$ cat src/rtl/batch_stream_host_pkg.sv
// Shared types and count widths for the batch stream host.
package batch_stream_host_pkg;

    // Per-batch word index width (ss/ds) and batch index width (nb).
    localparam int unsigned CntW   = 12;
    localparam int unsigned BatchW = 8;

    typedef enum logic [1:0] {
        StIdle,
        StSend,
        StRecv,
        StDone
    } host_st_t;

endpackage

$ cat src/rtl/batch_stream_host_fifo2.sv
// Two-entry FIFO with occupancy output; feeds the source stream so that
// src_valid/src_data stay stable while the core stalls.
module batch_stream_host_fifo2 #(
    parameter int unsigned DW = 32
) (
    input  logic          i_clk,
    input  logic          i_rst_n,
    input  logic          i_push,
    input  logic [DW-1:0] i_wdata,
    input  logic          i_pop,
    output logic [DW-1:0] o_rdata,
    output logic [1:0]    o_count
);

    logic [DW-1:0] r_mem [2];
    logic          r_wptr;
    logic          r_rptr;
    logic [1:0]    r_count;
    logic          w_pop;
    logic          w_push;

    // A pop on an empty FIFO is dropped; a push into a full FIFO only lands
    // when a pop frees a slot in the same cycle.
    assign w_pop  = i_pop && (r_count != 2'd0);
    assign w_push = i_push && ((r_count != 2'd2) || w_pop);

    // Storage, pointers and occupancy.
    always_ff @(posedge i_clk or negedge i_rst_n) begin
        if (!i_rst_n) begin
            r_mem[0] <= '0;
            r_mem[1] <= '0;
            r_wptr   <= 1'b0;
            r_rptr   <= 1'b0;
            r_count  <= 2'd0;
        end else begin
            if (w_push) begin
                r_mem[r_wptr] <= i_wdata;
                r_wptr        <= ~r_wptr;
            end
            if (w_pop) begin
                r_rptr <= ~r_rptr;
            end
            r_count <= r_count + {1'b0, w_push} - {1'b0, w_pop};
        end
    end

    assign o_rdata = r_mem[r_rptr];
    assign o_count = r_count;

endmodule

$ cat src/rtl/batch_stream_host.sv
// Host side of the batch controller streams: prefetches source words from the
// source RAM into the core, and writes the core's result words to the
// destination RAM, for nb+1 batches back to back.
module batch_stream_host
    import batch_stream_host_pkg::*;
#(
    parameter int unsigned DW = 32,
    parameter int unsigned AW = 16
) (
    input  logic              i_clk,
    input  logic              i_rst_n,
    input  logic              i_start,
    input  logic [CntW-1:0]   i_ss,
    input  logic [CntW-1:0]   i_ds,
    input  logic [BatchW-1:0] i_nb,
    output logic              o_busy,
    output logic              o_done,
    output logic              o_err,
    output logic              o_src_valid,
    output logic              o_src_last,
    output logic [DW-1:0]     o_src_data,
    input  logic              i_src_ready,
    input  logic              i_dst_valid,
    input  logic [DW-1:0]     i_dst_data,
    output logic              o_dst_ready,
    input  logic              i_dst_hold,
    output logic              o_sbuf_re,
    output logic [AW-1:0]     o_sbuf_addr,
    input  logic [DW-1:0]     i_sbuf_rdata,
    output logic              o_dbuf_we,
    output logic [AW-1:0]     o_dbuf_addr,
    output logic [DW-1:0]     o_dbuf_wdata
);

    host_st_t          r_state;
    host_st_t          w_state_nxt;
    logic [CntW-1:0]   r_ss;
    logic [CntW-1:0]   r_ds;
    logic [BatchW-1:0] r_nb;
    logic [BatchW-1:0] r_bc;
    logic [CntW:0]     r_src_iss;  // reads issued this batch, reaches ss+1
    logic [CntW-1:0]   r_src_acc;  // beats accepted this batch
    logic [CntW-1:0]   r_dst_cnt;
    logic [AW-1:0]     r_saddr;
    logic [AW-1:0]     r_daddr;
    logic              r_inflight; // RAM read issued last cycle, data lands now
    logic              r_err;

    logic [1:0]        w_fifo_cnt;
    logic [DW-1:0]     w_fifo_head;
    logic [2:0]        w_occ;
    logic              w_start_ok;
    logic              w_src_valid;
    logic              w_src_beat;
    logic              w_src_last;
    logic              w_sbuf_re;
    logic              w_dst_ready;
    logic              w_dst_beat;
    logic              w_dst_last;

    assign w_start_ok  = i_start && (r_state == StIdle);
    assign w_src_valid = (r_state == StSend) && (w_fifo_cnt != 2'd0);
    assign w_src_beat  = w_src_valid && i_src_ready;
    assign w_src_last  = w_src_valid && (r_src_acc == r_ss);
    assign w_dst_ready = (r_state == StRecv) && !i_dst_hold;
    assign w_dst_beat  = w_dst_ready && i_dst_valid;
    assign w_dst_last  = w_dst_beat && (r_dst_cnt == r_ds);

    // Occupancy counts the word leaving this cycle as already gone, which is
    // what keeps a continuously-ready core fed without bubbles.
    assign w_occ     = {1'b0, w_fifo_cnt} + {2'b00, r_inflight} - {2'b00, w_src_beat};
    assign w_sbuf_re = (r_state == StSend) && (w_occ < 3'd2) && (r_src_iss <= {1'b0, r_ss});

    batch_stream_host_fifo2 #(
        .DW (DW)
    ) u_fifo (
        .i_clk   (i_clk),
        .i_rst_n (i_rst_n),
        .i_push  (r_inflight),
        .i_wdata (i_sbuf_rdata),
        .i_pop   (w_src_beat),
        .o_rdata (w_fifo_head),
        .o_count (w_fifo_cnt)
    );

    // State register.
    always_ff @(posedge i_clk or negedge i_rst_n) begin
        if (!i_rst_n) begin
            r_state <= StIdle;
        end else begin
            r_state <= w_state_nxt;
        end
    end

    // Next-state: one SEND/RECV pair per batch, then a single DONE cycle.
    always_comb begin
        w_state_nxt = r_state;
        unique case (r_state)
            StIdle: if (w_start_ok) w_state_nxt = StSend;
            StSend: if (w_src_beat && w_src_last) w_state_nxt = StRecv;
            StRecv: if (w_dst_last) w_state_nxt = (r_bc == r_nb) ? StDone : StSend;
            StDone: w_state_nxt = StIdle;
            default: w_state_nxt = StIdle;
        endcase
    end

    // Run parameters, per-batch counters and linear buffer addresses.
    always_ff @(posedge i_clk or negedge i_rst_n) begin
        if (!i_rst_n) begin
            r_ss       <= '0;
            r_ds       <= '0;
            r_nb       <= '0;
            r_bc       <= '0;
            r_src_iss  <= '0;
            r_src_acc  <= '0;
            r_dst_cnt  <= '0;
            r_saddr    <= '0;
            r_daddr    <= '0;
            r_inflight <= 1'b0;
        end else begin
            r_inflight <= w_sbuf_re;
            if (w_start_ok) begin
                r_ss      <= i_ss;
                r_ds      <= i_ds;
                r_nb      <= i_nb;
                r_bc      <= '0;
                r_src_iss <= '0;
                r_src_acc <= '0;
                r_dst_cnt <= '0;
                r_saddr   <= '0;
                r_daddr   <= '0;
            end else begin
                if (w_sbuf_re) begin
                    r_saddr   <= r_saddr + AW'(1);
                    r_src_iss <= r_src_iss + (CntW + 1)'(1);
                end
                // All reads are issued before the last beat, so no clash with the increment.
                if (w_src_beat) begin
                    if (w_src_last) begin
                        r_src_acc <= '0;
                        r_src_iss <= '0;
                    end else begin
                        r_src_acc <= r_src_acc + CntW'(1);
                    end
                end
                if (w_dst_beat) begin
                    r_daddr <= r_daddr + AW'(1);
                    if (w_dst_last) begin
                        r_dst_cnt <= '0;
                        if (r_bc != r_nb) r_bc <= r_bc + BatchW'(1);
                    end else begin
                        r_dst_cnt <= r_dst_cnt + CntW'(1);
                    end
                end
            end
        end
    end

    // Sticky protocol error: a result word offered while not receiving.
    always_ff @(posedge i_clk or negedge i_rst_n) begin
        if (!i_rst_n) begin
            r_err <= 1'b0;
        end else if (i_dst_valid && (r_state != StRecv)) begin
            r_err <= 1'b1;
        end else if (w_start_ok) begin
            r_err <= 1'b0;
        end
    end

    assign o_busy       = (r_state != StIdle);
    assign o_done       = (r_state == StDone);
    assign o_err        = r_err;
    assign o_src_valid  = w_src_valid;
    assign o_src_last   = w_src_last;
    assign o_src_data   = w_src_valid ? w_fifo_head : '0;
    assign o_dst_ready  = w_dst_ready;
    assign o_sbuf_re    = w_sbuf_re;
    assign o_sbuf_addr  = r_saddr;
    assign o_dbuf_we    = w_dst_beat;
    assign o_dbuf_addr  = r_daddr;
    assign o_dbuf_wdata = w_dst_beat ? i_dst_data : '0;

endmodule
$ cat config.mk
export PLATFORM = sky130hd
export DESIGN_NAME = batch_stream_host
export DESIGN_NICKNAME = d
export VERILOG_FILES = /design/src/rtl/batch_stream_host_pkg.sv /design/src/rtl/batch_stream_host_fifo2.sv /design/src/rtl/batch_stream_host.sv
export SDC_FILE = /design/constraint.sdc
export NUM_CORES = 1
export LEC_CHECK = 0
export BUFFER_PORTS_ARGS = -buffer_cell sky130_fd_sc_hd__buf_2
export CAP_MARGIN = 20
export CORE_MARGIN = 8
export CORE_UTILIZATION = 55
export DETAILED_ROUTE_END_ITERATION = 6
export HOLD_SLACK_MARGIN = 0.03
export PLACE_DENSITY = 0.81
export SLEW_MARGIN = 20
export SYNTH_ARGS = -nofsm -noshare
export SYNTH_HDL_FRONTEND = slang
export SYNTH_SLANG_ARGS = --single-unit
$ cat constraint.sdc
create_clock -name i_clk -period 9.4 [get_ports i_clk]
set_input_delay 0.94 -clock i_clk [delete_from_list [all_inputs] [get_ports i_clk]]
set_output_delay 0.94 -clock i_clk [all_outputs]
set_load 0.005 [all_outputs]
==> impl_summary.log <==
INFO  metric status = finished, final reports clean
INFO  metric irDropWorstVdd = ~0.00015 V
INFO  metric fraction_of_final_layout_cells_with_drive_strength_greater_than_1 = 0.2873
INFO  metric cts.hold.buffers_added = 0
INFO  metric drt_iter0_markers = 429
INFO  metric tritoncts.num_buffers = 17
INFO  metric clock_insertion_delay_worst_skew = 430 ps
INFO  metric synth_top_cell_by_area = dfrtp_1
INFO  metric slew-limit-headroom = 0.3343
INFO  metric initial_core_utilization = 0.5583
INFO  metric edff_count_synth = 0
INFO  metric wirelength = 22280 um
INFO  metric cts_setup_buffers = 0
INFO  metric tritoncts = yes
INFO  metric post_synth_adder_cell_area = 0.02940
INFO  metric unrepaired_setup_endpoints_after_global_routing = false
INFO  metric critical_path.endpoint_type = output port
INFO  metric die_width = ~150 um
INFO  metric routabilityCongestion = around 0.85
INFO  metric final_critical_path_setup_slack = 4688 ps
INFO  metric timing.setup.tns = 0 ps
INFO  metric post_synth_most_frequent_cells = dfrtp_1 (181), nand2_1 (125), nor2_1 (88)
INFO  metric clock-root-buffer = clkbuf_16
INFO  metric synthDominantCellAreaShare = 0.4927
INFO  metric core_area = 16470 um^2
INFO  metric min_cycle_time_layout = 4712 ps
INFO  metric hpwl_reported_at_the_end_of_detailed_placement = 16040 um
INFO  metric yosys_register_bits = roughly 180
INFO  metric critPathLaunchType = register
INFO  metric clkSlewWorstSetupHoldPaths = 70 ps
INFO  metric muxShareOfSynthArea = 0.1154
INFO  metric antenna_found_initial = 0
INFO  metric chipHeight = 145.3 um
INFO  metric die_area = between 20000 and 25000 um^2
INFO  metric buffer_ports.inserted = 205
INFO  metric most_numerous_cell_in_the_yosys_netlist = dfrtp_1
INFO  metric timing.final.crit_share = 0.5012
INFO  metric synth_fp_nets = 1029
INFO  metric layout.filler_cells = 1330
INFO  metric routed_metal_1_wire_length = 9745 um
INFO  metric layout.nets = 1224
INFO  metric detail_route.vias_per_cell = 5.496
INFO  metric route.top_layer_used = met4
INFO  metric maximum_number_of_pins_on_one_net_before_global_route_repair = 73
INFO  metric timing_max_transition_violations_final = 0
INFO  metric critical_path_peak_fanout = 33
INFO  metric async_reset_ff_frac = 1.000
INFO  metric timing.reg2reg.worst_path_depth = 13
INFO  metric synthesis.yosys.warnings = 0
INFO  metric synth-main-ff-cell = dfrtp_1
INFO  metric row_count = 47
INFO  metric final_hold_viol_count = 0
INFO  metric grtUsageTotal = 0.2091
INFO  metric yosys-top-cells-area = dfrtp_1 (49%), mux2_2 (7.6%), nand2_1 (5.1%)
INFO  metric cp.arrival = between 3000 and 4000 ps
INFO  metric detailedPlace.worstSlack = around 5000 ps
INFO  metric cts_buffer_depth = 2
INFO  metric grt_pass1_vias = 7364
INFO  metric post_cts_resized = 0
INFO  metric globalRouteOverflowTotal = 0
INFO  metric synth-compound-area-share = 0.08167
INFO  metric cap_viol_max_count = 0
INFO  metric worst-r2r-setup-slack = roughly 5600 ps
INFO  metric power_density = about 270 nW/um^2
INFO  metric worst_ep_required_time = 8460 ps
INFO  metric ctsHtreeMaxLevel = 4
INFO  metric synthSimpleGateAreaFrac = 0.1865
INFO  metric met3RoutedLength = 1162 um
INFO  metric count_of_mapped_cells_out_of_synthesis = 906
INFO  metric met2_length = 11090 um
INFO  metric finalNonFillerCells = 1334
INFO  metric path_class = register to output port
INFO  metric drt-pass1-iter-count = 4
INFO  metric clock_skew = 13.93 ps
INFO  metric drt.antenna.violating_nets = 0
INFO  metric routed-via-count = 7331
INFO  metric main_combinational_cell_family_by_area_after_synthesis = simple AND/OR/NAND/NOR gates
INFO  metric grt_first_pass_wirelength = 36630 um
INFO  metric place.detailed.instances = 1302
INFO  metric route.detailed.wl_per_inst = 16.70 um
INFO  metric finalSetupViolCount = 0
INFO  metric synth.distinct_cells = 59
INFO  metric power.static_leakage = 5.542 nW
INFO  metric layout-area-overhead-vs-synth = 19.34%
INFO  metric detail_route.drc_violations = 0
INFO  metric syn_area_per_cell = 10.15 um^2
INFO  metric xor_xnor_portion_of_the_synthesized_cell_area = 0.06574
INFO  metric holdCritPathClass = primary input to asynchronous set/reset pin
INFO  metric synth_area = 9193 um^2
INFO  metric seq_area_frac_synth = 0.4927
INFO  metric achievable-frequency = between 200 and 250 MHz
INFO  metric clkSinkCount = about 180
INFO  metric io_pins = roughly 210
INFO  metric antenna_cells_inserted = 0
INFO  metric worst-slew-pin-transition = roughly 1000 ps
==> cell type report <==
type / count / area, um^2 / share of cell area
sequential: 181 / 4531 / 0.4130
multi-input combinational: 658 / 4410 / 0.4020
timing repair buffer: 211 / 1077 / 0.09820
clock buffer: 19 / 432.9 / 0.03946
tap: 220 / 275.3 / 0.02509
clock inverter: 13 / 123.9 / 0.01129
inverter: 32 / 120.1 / 0.01095
==> cells in the final DEF, fill, tap and decap left out, types with 4 or more instances in the layout <==
| cell type | n |
|---|---|
| a21o_1 | 4 |
| a21oi_1 | 20 |
| and2_1 | 36 |
| and3_1 | 13 |
| and4_1 | 4 |
| buf_2 | 204 |
| buf_4 | 6 |
| clkbuf_16 | 17 |
| dfrtp_1 | 180 |
| ha_1 | 20 |
| inv_1 | 30 |
| inv_6 | 4 |
| mux2_2 | 62 |
| mux2i_1 | 34 |
| nand2_1 | 125 |
| nand2b_1 | 7 |
| nand3_1 | 26 |
| nand4_1 | 17 |
| nor2_1 | 86 |
| nor3_1 | 6 |
| nor4_1 | 10 |
| o2111ai_1 | 6 |
| o211ai_1 | 7 |
| o21a_1 | 6 |
| o21ai_0 | 33 |
| o31ai_1 | 8 |
| or3_1 | 7 |
| or4_1 | 7 |
| xnor2_1 | 28 |
| xor2_1 | 41 |
==> stage by stage <==
step | power (mW) | utilization | area, um^2 | hold slack (ps)
2_1_floorplan | 1.951 | - | 9193 | 457.4
3_3_place_gp | 2.269 | 0.6324 | 10410 | 469.9
3_5_place_dp | 2.322 | 0.6324 | 10410 | 475.6
4_1_cts | 3.006 | 0.6663 | 10970 | 449.1
5_1_grt | 3.193 | 0.6663 | 10970 | 461.9
6_report | 2.976 | 0.6663 | 10970 | 443.6
==> path summary, 6_finish.rpt <==
| check | startpoint | end |
|---|---|---|
| min | i_rst_n | u_fifo.r_mem[35] |
| max reg2reg | r_state[0] | r_src_iss[5] |
| max | r_state[0] | o_sbuf_re |
| max in group asynchronous | i_rst_n | u_fifo.r_rptr |
| min in group i_clk | u_fifo.r_mem[35] | u_fifo.r_mem[35] |
| min reg2reg | u_fifo.r_mem[35] | u_fifo.r_mem[35] |
==> layer usage <==
layer / GRT usage / vias up
li1: - / 3533
met1: 0.2655 / 3578
met2: 0.3477 / 200
met3: 0.04633 / 20
met4: 0.07132 / 0
met5: 0 / -
==> registers in the layout (all words and copies together), names as in the netlist, 8 cells and up <==
signal and flops:
r_src_iss 13, r_src_acc 12, r_ss 12, r_bc 8
o_dbuf_addr 16, o_sbuf_addr 16, r_ds 12, r_nb 8
u_fifo.r_mem 64, r_dst_cnt 12
==> report_power, final <==
group          internal (mW)  leakage [nW]  switching [mW]
logic                  0.513          2.97           0.542
clock network          0.368         0.265           0.306
registers               1.03          2.31           0.216
==> worst max-delay path, stage by stage (launching register included) <==
cell	delay, ps
dfrtp_1	530
nor2b_1	270
o21ai_2	80
buf_4	250
inv_2	90
nand2_1	100
nor2_1	190
o21ai_0	150
fa_1	390
xnor2_1	150
and3_1	480
o21ai_4	290
inv_1	230
buf_2	150
==> cell families after synthesis <==
family	Yosys count
multiplexers	98
adder cells (fa/ha/maj)	21
XOR/XNOR	69
flip-flops	181
AO/OA/AOI/OAI	110
AND/OR/NAND/NOR	360
buffers and inverters	67
Power figures use the tool's default switching activity.
